File: config.mk
export PLATFORM = sky130hd
export DESIGN_NAME = adder_result_buf
export DESIGN_NICKNAME = d
export VERILOG_FILES = /design/src/rtl/adder_result_buf.sv
export SDC_FILE = /design/constraint.sdc
export NUM_CORES = 1
export LEC_CHECK = 0
export BUFFER_PORTS_ARGS = -buffer_cell sky130_fd_sc_hd__clkbuf_2
export CAP_MARGIN = 20
export CORE_MARGIN = 2
export CORE_UTILIZATION = 50
export CTS_CLUSTER_SIZE = 10
export DETAILED_ROUTE_END_ITERATION = 6
export GPL_TIMING_DRIVEN = 0
export PLACE_DENSITY_LB_ADDON = 0.08
export SYNTH_ARGS = -nofsm -noshare
export SYNTH_HDL_FRONTEND = slang
export SYNTH_SLANG_ARGS = --single-unit
File: constraint.sdc
create_clock -name clk -period 2.3 [get_ports clk]
set_input_delay 0.46 -clock clk [delete_from_list [all_inputs] [get_ports clk]]
set_output_delay 0.46 -clock clk [all_outputs]
set_load 0.03 [all_outputs]
File: src/rtl/adder_result_buf.sv
// Result FIFO behind the 64-bit pipelined adder, with in-flight credit tracking (issue_ok).
// Optional sticky error flag and drop counter enabled by `ADDER_RESULT_BUF_ERR_EN.
module adder_result_buf #(
  parameter int DATA_WIDTH = 64,
  parameter int DEPTH      = 8,
  parameter int CNT_WIDTH  = $clog2(DEPTH + 1)
) (
  input  logic                  clk,
  input  logic                  rst_n,
  input  logic                  issue,
  input  logic                  in_en,
  input  logic [DATA_WIDTH:0]   in_data,
  output logic                  out_valid,
  input  logic                  out_ready,
  output logic [DATA_WIDTH:0]   out_data,
  output logic                  issue_ok,
  output logic [CNT_WIDTH-1:0]  level,
  output logic                  ovf_err
);

  localparam int PTR_W = $clog2(DEPTH);
  localparam logic [CNT_WIDTH-1:0] DEPTH_C = CNT_WIDTH'(DEPTH);
  localparam logic [CNT_WIDTH-1:0] CNT_ONE = {{(CNT_WIDTH-1){1'b0}}, 1'b1};
  localparam logic [PTR_W-1:0]     PTR_ONE = {{(PTR_W-1){1'b0}}, 1'b1};

  logic [DATA_WIDTH:0]   mem_r [DEPTH];
  logic [PTR_W-1:0]      rd_ptr_r, wr_ptr_r;
  logic [CNT_WIDTH-1:0]  count_r, count_nxt_s;
  logic [CNT_WIDTH-1:0]  inflight_r, inflight_nxt_s;
  logic [CNT_WIDTH:0]    credit_sum_s;
  logic                  full_s, push_s, pop_s;

  // Handshake decode; a full FIFO still accepts a push when the head leaves in the same cycle.
  always_comb begin
    full_s = (count_r == DEPTH_C);
    pop_s  = (count_r != '0) && out_ready;
    push_s = in_en && (!full_s || pop_s);
  end

  // Occupancy next state.
  always_comb begin
    count_nxt_s = count_r;
    case ({push_s, pop_s})
      2'b10:   count_nxt_s = count_r + CNT_ONE;
      2'b01:   count_nxt_s = count_r - CNT_ONE;
      default: count_nxt_s = count_r;
    endcase
  end

  // In-flight next state, saturating at 0 and DEPTH.
  always_comb begin
    inflight_nxt_s = inflight_r;
    case ({issue, in_en})
      2'b10: begin
        if (inflight_r != DEPTH_C) inflight_nxt_s = inflight_r + CNT_ONE;
        else                       inflight_nxt_s = inflight_r;
      end
      2'b01: begin
        if (inflight_r != '0) inflight_nxt_s = inflight_r - CNT_ONE;
        else                  inflight_nxt_s = inflight_r;
      end
      default: inflight_nxt_s = inflight_r;
    endcase
  end

  // Storage array and pointers.
  always_ff @(posedge clk or negedge rst_n) begin
    if (!rst_n) begin
      for (int i = 0; i < DEPTH; i++) mem_r[i] <= '0;
      wr_ptr_r <= '0;
      rd_ptr_r <= '0;
    end else begin
      if (push_s) begin
        mem_r[wr_ptr_r] <= in_data;
        wr_ptr_r        <= wr_ptr_r + PTR_ONE;
      end
      if (pop_s) rd_ptr_r <= rd_ptr_r + PTR_ONE;
    end
  end

  // Occupancy and in-flight counters.
  always_ff @(posedge clk or negedge rst_n) begin
    if (!rst_n) begin
      count_r    <= '0;
      inflight_r <= '0;
    end else begin
      count_r    <= count_nxt_s;
      inflight_r <= inflight_nxt_s;
    end
  end

  // Credit uses registered state only, so issue never races with itself.
  always_comb begin
    credit_sum_s = {1'b0, count_r} + {1'b0, inflight_r};
    issue_ok     = (credit_sum_s < {1'b0, DEPTH_C});
    out_valid    = (count_r != '0);
    out_data     = mem_r[rd_ptr_r];
    level        = count_r;
  end

`ifdef ADDER_RESULT_BUF_ERR_EN
  logic        err_r;
  logic [15:0] drop_cnt_r;
  logic        drop_s, underflow_s, overissue_s;

  // Error event decode.
  always_comb begin
    drop_s      = in_en && full_s && !pop_s;
    underflow_s = in_en && !issue && (inflight_r == '0);
    overissue_s = issue && !in_en && (inflight_r == DEPTH_C);
  end

  // Sticky error flag and saturating debug drop counter.
  always_ff @(posedge clk or negedge rst_n) begin
    if (!rst_n) begin
      err_r      <= 1'b0;
      drop_cnt_r <= 16'h0000;
    end else begin
      err_r <= err_r | drop_s | underflow_s | overissue_s;
      if (drop_s && (drop_cnt_r != 16'hFFFF)) drop_cnt_r <= drop_cnt_r + 16'h0001;
    end
  end

  assign ovf_err = err_r;
`else
  assign ovf_err = 1'b0;
`endif

endmodule

==> results of run 1 <==
==> repair_timing <==
item,4_1_cts,5_1_grt
setup endpoints to repair,461,697
hold buffers,1,0
gates cloned,23,22
hold endpoints to repair,48,0
pin swaps,6,11
setup buffers,84,35
gates resized for setup,528,303
==> routing by layer <==
metal | vias to the layer above | GRT usage
met5 | - | 0
li1 | 5968 | -
met1 | 7527 | 0.346
met3 | 92 | 0.0380
met4 | 2 | 0.0680
met2 | 250 | 0.393
==> registers in the layout, summed over array words and instances, names as in the netlist <==
name,flops
level,4
mem_r,520
wr_ptr_r,3
rd_ptr_r,3
inflight_r,4
==> metrics by stage <==
stage	util	instances	instance area, µm²
3_3_place_gp	0.539	2177	25700
6_report	0.672	2378	32100
4_1_cts	0.643	2352	30700
2_1_floorplan	-	1422	24300
5_1_grt	0.672	2377	32100
3_5_place_dp	0.542	2182	25900
==> power breakdown <==
group | internal [mW] | total (mW) | switching [mW]
Sequential | 14.2 | 16.7 | 2.51
Clock | 4.80 | 8.43 | 3.63
Combinational | 18.2 | 30.0 | 11.8
==> cell families (layout without fill, tap and decap cells) <==
group                      after synthesis  after routing  share of synthesized area
buffers and inverters                  103            443                     0.0229
AOI/OAI and AO/OA                       10             10                    0.00290
muxes                                  718            718                      0.403
other                                    1              2                   0.000155
and+or+nand+nor                         31             31                    0.00766
DFF                                    534            534                      0.553
adders and majority gates               11             11                    0.00600
xor gates and xnor gates                14             14                    0.00507
==> Yosys cell counts, drive strengths merged, types with 2 or more instances <==
library cell / count
buf: 70
xor2: 4
xnor2: 10
mux2: 587
clkbuf: 27
nand4b: 3
inv: 6
nor2: 3
nand2b: 4
ha: 10
dfrtp: 534
mux4: 130
nand2: 8
nand3b: 2
or4b: 2
a21oi: 4
nand3: 5
==> area by class of cell <==
type | count | area, µm²
diodes | 1 | 2.50
plain buffers | 89 | 1380
clock buffers | 76 | 1610
clock inverters | 2 | 17.5
fillers | 3240 | 15700
inverters | 6 | 30.0
multi-input cells | 785 | 11400
flip-flops and latches | 534 | 13400
well taps | 615 | 769
repair buffers | 270 | 3460
==> worst max path at each step <==
stage / to / slack (ps)
global placement: level[1]$_DFFE_PN0P_ / -12520
CTS: out_data[8] / -730
detailed placement: out_data[51] / -1200
floorplan: issue_ok / -6
global route: out_data[27] / -720
finish: out_data[29] / -670
==> worst max-delay path, stage by stage (launching register included) <==
cell       delay (ps)
dfrtp_2           450
buf_12            150
clkbuf_16         190
clkbuf_16         170
mux4_2            500
mux2_4            290
buf_8             140
==> layout by cell type (no fill, tap or decap), types with 3 or more instances in the layout <==
cell / synthesis / routed
dfrtp_1: 534 / 529
mux2_4: 50 / 332
mux2_2: 537 / 255
mux4_2: 130 / 130
clkbuf_16: 0 / 87
clkbuf_2: 0 / 76
buf_6: 13 / 55
buf_8: 0 / 55
buf_12: 0 / 49
buf_4: 1 / 36
buf_16: 0 / 28
clkbuf_8: 0 / 21
clkbuf_1: 27 / 16
xnor2_1: 10 / 10
buf_2: 53 / 8
nand2_1: 8 / 7
ha_1: 10 / 5
dfrtp_2: 0 / 5
inv_1: 5 / 4
xor2_1: 4 / 4
nand2b_1: 4 / 3
clkbuf_4: 0 / 3
nand4b_1: 3 / 3
nor2_1: 3 / 3
nand3_1: 5 / 3
ha_4: 0 / 3
==> results.tsv, run 1 <==
stage	metric	value	unit
placement	Detail Placement HPWL	33500	µm
synth	net count after synthesis	1503	
synth	number of synthesized flops with an enable pin	0	
sta	WHS	155	ps
die	core box area	0.0477	mm²
critical_path	crit path max fanout	5	
critical_path	Worst Setup SP	rd_ptr_r[0]$_DFFE_PN0P_	
critical_path	Crit Path Category	flop to output port	
drt	DRC viols	0	
clock_network	clk sink count	534	
sta	Slew @ Worst Pin	1070	ps
run	max cap viols	0	
sta	fmax	337	MHz
clock_network	total CTS buffers	60	
critical_path	Critical Path AT	2510	ps
drt	drt via density	5.82	
global_route	first-pass GRT wire length	92300	µm
sta	Final setup viols	192	
drt	top layer in use	met5	
die	number of core rows	80	
critical_path	Req. time, crit path	1840	ps
sta	Final Cycle Share	1.29	
clock_network	CTS max path bufs	3	
drt	Routed WL	62500	µm
synth	Post-Syn Area	0.0242	mm²
sta	Slew Viols, Final	0	
critical_path	CP Capture Type	output port	
critical_path	RR Endpoint	rd_ptr_r[1]$_DFFE_PN0P_	
clock_network	worst skew pair latency	620	ps
sta	Final Hold Vio Count	0	
critical_path	R2R setup slack	-410	ps
placement	gpl congestion	0.734	
synth	top cells by area, synth	dfrtp_1 (55%), mux2_2 (25%), mux4_2 (12%), mux2_4 (3.1%), buf_2 (1.1%)	
drt	DRT iter0 DRCs	723	
clock_network	clock root buffer	clkbuf_16	
synth	Synth Area per Inst	17.0	µm²
finish	nets	1827	
drt	WL met3	2290	µm
critical_path	RR Startpoint	rd_ptr_r[0]$_DFFE_PN0P_	
worst_hold_path	hold_sp	out_ready	
die	die area	0.0501	mm²
power	LEAKAGE	15.1	nW
synth	post-synthesis sequential area ratio	0.553	
synth	Post-synth ARST share	1.00	
sta	worst rel slew slack	0.289	
finish	area grow syn2layout	32.7	%
power	maximum vdd ir drop	1.15	mV
synth	area leader, netlist	dfrtp_1	
power	Tot Pwr	55.1	mW
sta	RSZ-0062 raised after global routing	true	
critical_path	startpoint types	flop	
power	PwrDens	1720	mW/mm²
synth	most used flip-flop cell after synthesis	dfrtp_1	
synth	top cell type's share of synthesized area	0.553	
die	Die H	224	µm
die	IO Pins	142	
drt	Final ANT Viol Nets	0	
outcome	outcome	complete, but fails checks	
placement	Setup WS pre-CTS	-1200	ps
sta	clock skew	17.1	ps
drt	vias after detailed routing	13839	
worst_hold_path	hold path depth	3	
worst_hold_path	Hold Path Class	primary input to flop	
global_route	gr usage total	0.243	
drt	Routed met2 length	30700	µm
global_route	number of global-route vias before repair	15135	
die	Initial Util	0.506	
global_route	GRT overflow	0	
clock_network	CTS H-tree depth	2	
drt	WL per Instance	26.3	µm
synth	Synth cell types	35	
outcome	failing checks	negative setup slack	
placement	Port Buf Inserts	140	
finish	layout cell share with drive strength beyond 1	0.659	
sta	post-route setup slack	-668	ps
sta	Final min period	2970	ps
clock_network	clock slew at reported path FFs	60	ps
drt	DRT met1 WL	28400	µm
sta	Total Neg Setup Slack	-45150	ps
synth	Synth Register Bits	534	
synth	Synth Instances	1422	
critical_path	FF-to-FF path depth	17	
drt	DR pass1 iterations	5	
worst_hold_path	Hold Path End	rd_ptr_r[2]$_DFFE_PN0P_	
synth	Synth Warn #	0	
die	die width	224	µm
clock_network	TritonCTS clock tree	done	
global_route	largest net degree at the start of global routing	117	
global_route	antenna violations before repair	1	
Note: power is estimated with default switching activity, not from simulation.
==> run 2: changes to the inputs <==
--- a/config.mk
+++ b/config.mk
@@ -9,6 +9,7 @@
 export CAP_MARGIN = 20
 export CORE_MARGIN = 2
 export CORE_UTILIZATION = 50
+export CTS_BUF_LIST = sky130_fd_sc_hd__clkbuf_8
 export CTS_CLUSTER_SIZE = 10
 export DETAILED_ROUTE_END_ITERATION = 6
 export GPL_TIMING_DRIVEN = 0
==> constraint.sdc (replaced) <==
create_clock -name clk -period 3.1 [get_ports clk]
set_input_delay 0.62 -clock clk [delete_from_list [all_inputs] [get_ports clk]]
set_output_delay 0.62 -clock clk [all_outputs]
set_load 0.03 [all_outputs]
==> results.tsv, run 2 (same netlist as run 1, synthesis figures left out) <==
stage	metric	value	unit
power	clock power share	0.167	
critical_path	Req. time, crit path	2480	ps
drt	WL per Instance	23.6	µm
sta	Final Hold Vio Count	0	
die	Die H	224	µm
critical_path	RR Startpoint	level[2]$_DFFE_PN0P_	
finish	# fillers	3684	
finish	most frequent cells in the layout	dfrtp_1 (532), mux2_2 (492), mux4_2 (130)	
critical_path	worst path cell trace	buf_8, clkbuf_16, clkbuf_16, mux4_2, mux2_4, buf_8	
clock_network	TritonCTS clock tree	done	
critical_path	startpoint types	flop	
critical_path	Critical Path AT	2570	ps
worst_hold_path	Hold Path Class	primary input to flop	
clock_network	clock root buffer	clkbuf_8	
clock_network	CTS max path bufs	3	
power	LEAKAGE	13.0	nW
sta	RSZ-0062 raised after global routing	true	
global_route	largest net degree at the start of global routing	112	
drt	DRC viols	0	
drt	DRT iter0 DRCs	602	
finish	Layout Cells excl Fill	2355	
critical_path	crit path max fanout	5	
sta	Final Cycle Share	1.03	
global_route	gr usage total	0.226	
die	core box area	0.0477	mm²
power	maximum vdd ir drop	0.634	mV
power	Gate power share	0.502	
sta	Slew @ Worst Pin	973	ps
worst_hold_path	Hold Path End	rd_ptr_r[2]$_DFFE_PN0P_	
sta	worst rel slew slack	0.351	
sta	clock skew	17.9	ps
outcome	outcome	complete, but fails checks	
finish	nets	1756	
die	IO Pins	142	
power	PwrDens	1280	mW/mm²
worst_hold_path	hold_sp	out_ready	
sta	post-route setup slack	-86.7	ps
finish	most common cell after layout, fill and taps aside	dfrtp_1	
placement	gpl congestion	0.719	
drt	drt via density	5.67	
drt	Routed WL	55700	µm
critical_path	CP max stage cell	mux4_2	
finish	FF+latch area	0.0134	mm²
global_route	antenna violations before repair	2	
finish	Top reg by flops	mem_r	
drt	Final ANT Viol Nets	0	
global_route	number of global-route vias before repair	14487	
finish	area grow syn2layout	19.4	%
critical_path	Crit Path Category	flop to output port	
sta	Final min period	3190	ps
clock_network	clock slew at reported path FFs	60	ps
finish	Multi-input gate area	0.0104	mm²
outcome	failing checks	negative setup slack	
die	die width	224	µm
worst_hold_path	hold path depth	3	
placement	Setup WS pre-CTS	-561	ps
critical_path	crit path buf inv count	4	
power	sw power	12.4	mW
critical_path	RR Endpoint	mem_r[24]$_DFFE_PN0P_	
finish	max reg flops	520	
sta	Slew Viols, Final	0	
global_route	first-pass GRT wire length	85400	µm
critical_path	max incr delay on CP	490	ps
global_route	GRT overflow	0	
drt	vias after detailed routing	13354	
power	Sw Share	0.335	
critical_path	Crit path max-delay family	multiplexers	
power	part of the power in registers	0.331	
die	number of core rows	80	
sta	Final setup viols	62	
critical_path	FF-to-FF path depth	7	
sta	fmax	314	MHz
clock_network	CTS H-tree depth	3	
critical_path	R2R setup slack	460	ps
clock_network	clk sink count	534	
critical_path	CP Capture Type	output port	
placement	Port Buf Inserts	140	
die	Initial Util	0.506	
die	die area	0.0501	mm²
run	max cap viols	0	
placement	Placed Cells	2182	
clock_network	total CTS buffers	91	
clock_network	worst skew pair latency	670	ps
placement	Detail Placement HPWL	33600	µm
finish	layout cell share with drive strength beyond 1	0.631	
power	Int Pwr	24.6	mW
drt	DR pass1 iterations	4	
-- run 2: cell count changes in the layout (fill, tap and decap cells not counted), moves of 12 or more --
cell       previous run  this run
buf_12               49         4
buf_6                55        39
clkbuf_16            87        11
clkbuf_1             16         4
mux2_2              255       492
clkbuf_8             21       122
inv_1                 4        39
buf_2                 8        56
buf_16               28        12
buf_4                36        11
buf_8                55        30
mux2_4              332        95
-- run 2: what timing repair did --
item,CTS,global route
hold endpoints to repair,67,0
hold buffers,1,0
gates resized for setup,168,183
setup buffers,2,2
cloned,1,11
endpoints found under the setup margin,65,66
-- run 2: area by class of cell --
class | instances | share of cell area
Antenna cell | 1 | 0.0000867
Buffer | 95 | 0.0284
Clock buffer | 114 | 0.0544
Clock inverter | 43 | 0.00733
Inverter | 6 | 0.000780
Multi-Input combinational cell | 785 | 0.362
Sequential cell | 534 | 0.463
Tap cell | 615 | 0.0267
Timing Repair Buffer | 162 | 0.0576
-- run 2: power groups by stage --
stage	clock [mW]	sequential (mW)	combinational (mW)
after CTS	6.36	12.2	17.1
after floorplan	0	11.8	12.0
after global placement	0	12.2	15.2
final	6.17	12.2	18.6
after global routing	6.67	12.7	19.7
after detailed placement	0	12.3	15.6
-- run 2: routing by layer --
layer	wire (µm)	share of wire	track usage	vias up
met4	1060	0.019	0.0596	2
met3	2390	0.043	0.0462	83
met5	8	0.00014	0	-
met1	24500	0.44	0.306	7158
li1	-	-	-	5872
met2	27800	0.50	0.374	239
-- run 2: stage by stage --
step / instance area (µm²) / power [mW] / util / TNS [ps] / hold WS [ps]
after floorplan: 24200 / 23.7 / - / 0 / 324
after global placement: 25700 / 27.4 / 0.537 / -5701500 / 481
after detailed placement: 25800 / 27.9 / 0.540 / -31160 / 487
after CTS: 28200 / 35.7 / 0.591 / -11110 / 204
after global routing: 28900 / 39.0 / 0.604 / -8490 / 231
final: 28900 / 37.0 / 0.604 / -3140 / 262
-- run 2: worst max-delay path by stage --
stage,slack [ps],start,end,cells past startpoint
CTS,-210,rd_ptr_r[0]$_DFFE_PN0P_,out_data[46],5
detailed placement,-560,rd_ptr_r[1]$_DFFE_PN0P_,out_data[46],6
floorplan,150,level[1]$_DFFE_PN0P_,issue_ok,3
global placement,-10680,rst_n,mem_r[307]$_DFFE_PN0P_,1
finish,-90,rd_ptr_r[0]$_DFFE_PN0P_,out_data[36],6
global route,-160,rd_ptr_r[0]$_DFFE_PN0P_,out_data[27],6
-- run 2: worst min-delay path, cell delays in order --
cell,delay (ps)
clkbuf_2,120
nand3_1,90
xnor2_1,70
